===== src/rtl/parfir_block_sequencer.sv =====
// Block sequencer for an L-parallel FIR bank: gathers L samples per block, pulses the
// bank enable, skips results until the bank pipeline is primed, then reserialises each result block.
module parfir_block_sequencer_lane #(
    parameter int DW_IN  = 16,
    parameter int DW_OUT = 24
) (
    input  logic              clk,
    input  logic              reset,
    input  logic              x_we,
    input  logic [DW_IN-1:0]  x_d,
    output logic [DW_IN-1:0]  x_q,
    input  logic              y_ld,
    input  logic [DW_OUT-1:0] y_d,
    output logic [DW_OUT-1:0] y_q
);
    always_ff @(posedge clk) begin
        if (reset) begin
            x_q <= '0;
            y_q <= '0;
        end else begin
            if (x_we) x_q <= x_d;
            if (y_ld) y_q <= y_d;
        end
    end
endmodule

module parfir_block_sequencer #(
    parameter int L        = 3,
    parameter int PIPE_LAT = 2,
    parameter int DW_IN    = 16,
    parameter int DW_OUT   = 24
) (
    input  logic                  clk,
    input  logic                  reset,
    input  logic [DW_IN-1:0]      in_data,
    input  logic                  in_valid,
    output logic                  in_ready,
    output logic [L*DW_IN-1:0]    blk_x,
    output logic                  blk_en,
    input  logic [L*DW_OUT-1:0]   blk_y,
    output logic [DW_OUT-1:0]     out_data,
    output logic                  out_valid,
    input  logic                  out_ready,
    output logic                  primed
);
    localparam int PW = (L > 2) ? 2 : 1;
    localparam int CW = $clog2(PIPE_LAT + 1);

    logic [PW-1:0]                 phase, out_idx;
    logic [CW-1:0]                 prime_cnt;
    logic                          full, cap_pending, obuf_busy;
    logic                          accept, issue, cap_set, out_hs;
    logic [L-1:0][DW_IN-1:0]       x_q;
    logic [L-1:0][DW_OUT-1:0]      y_d, obuf_q;

    assign accept  = in_valid && !full;
    // A block only leaves once the previous result has fully drained.
    assign issue   = full && !obuf_busy && !cap_pending;
    assign cap_set = issue && (prime_cnt >= CW'(PIPE_LAT - 1));
    assign out_hs  = obuf_busy && out_ready;

    assign in_ready  = !full;
    assign blk_en    = issue;
    assign blk_x     = x_q;
    assign y_d       = blk_y;
    assign out_valid = obuf_busy;
    assign out_data  = obuf_q[out_idx];
    assign primed    = (prime_cnt == CW'(PIPE_LAT));

    for (genvar i = 0; i < L; i++) begin : g_lane
        parfir_block_sequencer_lane #(.DW_IN(DW_IN), .DW_OUT(DW_OUT)) u_lane (
            .clk   (clk),
            .reset (reset),
            .x_we  (accept && (phase == PW'(i))),
            .x_d   (in_data),
            .x_q   (x_q[i]),
            .y_ld  (cap_pending),
            .y_d   (y_d[i]),
            .y_q   (obuf_q[i])
        );
    end

    always_ff @(posedge clk) begin
        if (reset) begin
            phase       <= '0;
            full        <= 1'b0;
            prime_cnt   <= '0;
            cap_pending <= 1'b0;
            obuf_busy   <= 1'b0;
            out_idx     <= '0;
        end else begin
            if (accept) begin
                if (phase == PW'(L - 1)) begin
                    phase <= '0;
                    full  <= 1'b1;
                end else begin
                    phase <= phase + PW'(1);
                end
            end else if (issue) begin
                full <= 1'b0;
            end

            if (issue && !primed) prime_cnt <= prime_cnt + CW'(1);

            // Bank output for a capturing block is valid the cycle after its enable.
            if (cap_pending) begin
                cap_pending <= 1'b0;
                obuf_busy   <= 1'b1;
                out_idx     <= '0;
            end else if (cap_set) begin
                cap_pending <= 1'b1;
            end else if (out_hs) begin
                if (out_idx == PW'(L - 1)) begin
                    obuf_busy <= 1'b0;
                    out_idx   <= '0;
                end else begin
                    out_idx <= out_idx + PW'(1);
                end
            end
        end
    end
endmodule


===== config.mk =====
export PLATFORM = sky130hd
export DESIGN_NAME = parfir_block_sequencer
export DESIGN_NICKNAME = d
export VERILOG_FILES = /design/src/rtl/parfir_block_sequencer.sv
export SDC_FILE = /design/constraint.sdc
export NUM_CORES = 1
export LEC_CHECK = 0
export CORE_MARGIN = 2
export CORE_UTILIZATION = 46
export CTS_CLUSTER_SIZE = 12
export DETAILED_ROUTE_END_ITERATION = 6
export PLACE_DENSITY = 0.8
export SLEW_MARGIN = 40
export SYNTH_ARGS = -nofsm -noshare
export SYNTH_HDL_FRONTEND = slang
export SYNTH_SLANG_ARGS = --single-unit

===== constraint.sdc =====
create_clock -name clk -period 1.7 [get_ports clk]
set_clock_uncertainty 0.1 [all_clocks]
set_input_delay 0.255 -clock clk [delete_from_list [all_inputs] [get_ports clk]]
set_output_delay 0.255 -clock clk [all_outputs]
set_load 0.02 [all_outputs]

==> metrics <==
worst-path maximum fanout 8; vias in the first global route 4300; Pleak ~0.0029 uW; Largest delay share family, worst path flip-flops; fmax 0.520 GHz; Final period util 1.13; Skew-Pair Late Insertion Delay 510 ps; I/O pins around 170; CTS Sinks 129; Final Power 7170 uW; Die ar. 0.0120 sq mm; Reg clk slew, reported paths roughly 60 ps; failing checks setup timing; antenna violations before repair 1; Final Slew Violations 0; Mapped Cells 570; Syn Nets around 660; largest net degree at the start of global routing 76; via density per instance roughly 5.1; Site Rows 38; sequential cell area fraction in the yosys report 0.503; Worst Hold Class in -> reg; worst stage delay on the critical path approximately 400 ps; Layout fillers 850; number of remaining DRC errors 0; 1st-iter DRT viols 250; Net count, final 830; gpl congestion 0.790; Min-Delay Startpoint reset; vias 4545; critical path arrival 1570 ps; critical path cell sequence buf_12, mux2i_2, o22ai_2, buf_6; Buf+Inv Stages, Crit Path 2; Core ar. 0.0108 sq mm; first-pass GRT wire length a little over 20 mm; register bit count reported by yosys 129; slowest CP cell dfxtp_4; Final min period 1920 ps; IO Port Bufs 167; CP Launch Type register; Fin Setup TNS -4210 ps; final core utilization 0.699; Area Growth Syn to Fin 47.6%; clock buffer depth 2; Mapped Area 0.00513 sq mm; Root Driver clkbuf_8; worst reg2reg startpoint full$_SDFFE_PP0P_; post-route ant nets 0; DR pass1 iterations 4; Hold Vio Cnt, Final 0; worst rel slew slack 0.659; Pwr Density 946 mW/mm^2; Synth Flop Type dfxtp_1; CP Capture Type output pin; DR WL/cell around 15 microns; Slew @ Worst Pin 511 ps; unrepaired setup endpoints after global routing true; Antenna Cells 0; Routed WL 13.5 mm; CTS tree done; count of cell types in the netlist 26; async set-reset flop share out of synthesis 0; htree depth 4; total CTS buffers 17; setup ws final -225 ps; total of max-cap violations 0; Worst Path Required ~1300 ps; Post-synth EDFFs 0; final setup fails 24; GRT Util Overall 0.225; die height 110 microns; Avg Inst Size Synth 9.00 sq um; Ys Warns 0; Initial Util 0.473; die width 110 microns; Worst setup startpoint out_idx[0]$_SDFFE_PP0P_; Overflow after GRT 0; status finished, violations left; DP HPWL roughly 9.0 mm; CP Class reg -> out; WHS roughly 46 ps; VDD IR max 543 uV; layout cells sized above 1 0.130
[path summary, 6_finish.rpt]
path                                                end  slack, ps  depth (start not counted)
setup / recovery                            out_data[1]       -220                          4
hold / removal    g_lane[0].u_lane.x_q[13]$_SDFFE_PP0P_         50                          2
setup reg to reg   g_lane[0].u_lane.x_q[9]$_SDFFE_PP0P_        120                          5
hold reg to reg    g_lane[1].u_lane.x_q[2]$_SDFFE_PP0P_        350                          2
[area by class of cell]
class / count / area (sq um) / area share
Tap cell: 140 / 175 / 0.0231
Clock inverter: 9 / 106 / 0.0140
Clock buffer: 22 / 464 / 0.0613
Sequential cell: 129 / 2590 / 0.343
Multi-Input combinational cell: 391 / 2350 / 0.311
Timing Repair Buffer: 194 / 1870 / 0.246
Inverter: 3 / 11.3 / 0.00149
[metrics by stage]
step                      instances  setup slack, ps  instance area [sq um]
after floorplan                 570             83.3                   5130
after global placement          853             -148                   7060
after detailed placement        853             -152                   7060
after CTS                       889             -291                   7560
after global routing            888             -312                   7570
final                           888             -225                   7570
[power by group]
| group | leakage, uW | total [uW] | internal (uW) | switching, uW |
|---|---|---|---|---|
| logic | 0.00158 | 579 | 314 | 264 |
| clock network | 0.000272 | 3480 | 2200 | 1290 |
| registers | 0.00105 | 3100 | 3070 | 31.4 |
| total | 0.00290 | 7170 | 5580 | 1580 |
[state kept, by name, summed over array words and instances (netlist names)]
signal,flops
phase,2
out_idx,2
g_lane.u_lane.x_q,48
g_lane.u_lane.y_q,72
out_valid,1
cap_pending,1
prime_cnt,2
full,1
[layout by cell type, fill, tap and decap left out, drive strengths merged, types with 4 or more instances in the layout]
| master | synthesis | final |
|---|---|---|
| clkinv | 0 | 4 |
| clkdlybuf4s50 | 0 | 90 |
| clkbuf | 23 | 23 |
| nand2 | 121 | 121 |
| dfxtp | 129 | 129 |
| mux2i | 98 | 98 |
| buf | 24 | 54 |
| a21oi | 52 | 52 |
| o22ai | 24 | 24 |
| dlygate4sd2 | 0 | 48 |
| nor2 | 78 | 78 |
[Yosys cell counts, drive strengths merged, types with 2 or more instances]
cell / number / area share
dfxtp: 129 / 0.50
nand2: 121 / 0.089
mux2i: 98 / 0.19
nor2: 78 / 0.057
a21oi: 52 / 0.051
buf: 24 / 0.025
o22ai: 24 / 0.029
clkbuf: 23 / 0.017
inv: 3 / 0.0022
nor3: 3 / 0.0029
ha: 2 / 0.0049
nand4bb: 2 / 0.0044
nor4b: 2 / 0.0076
[per-layer routing]
metal  track usage  routed length (microns)  part of all wire
met1         0.266                     5570              0.41
met2         0.363                     6220              0.46
met3         0.101                     1450              0.11
met4        0.0714                      185             0.014
met5             0                       19            0.0014
[timing repair]
action / in CTS / in global routing
endpoints found under the setup margin: 76 / 28
hold buffers: 0 / 0
buffers inserted: 3 / 0
gates resized for setup: 170 / 18
pin swaps: 0 / 2
gates cloned: 2 / 0
[cell families after synthesis]
logic type                 Yosys count  share of synthesized area
AOI/OAI and AO/OA                   77                     0.0814
xor gates and xnor gates             1                    0.00171
adders and majority gates            2                    0.00488
buffers and inverters               50                     0.0446
DFF                                129                      0.503
muxes                               98                      0.191
and+or+nand+nor                    213                      0.173
[worst register-to-register path, cell delays in order, from the launching register on]
cell and delay, ps:
dfxtp_1 310, buf_4 160, or4b_1 500, buf_4 200, nand2_1 90, a21oi_1 80
Note: power is estimated with default switching activity, not from simulation.
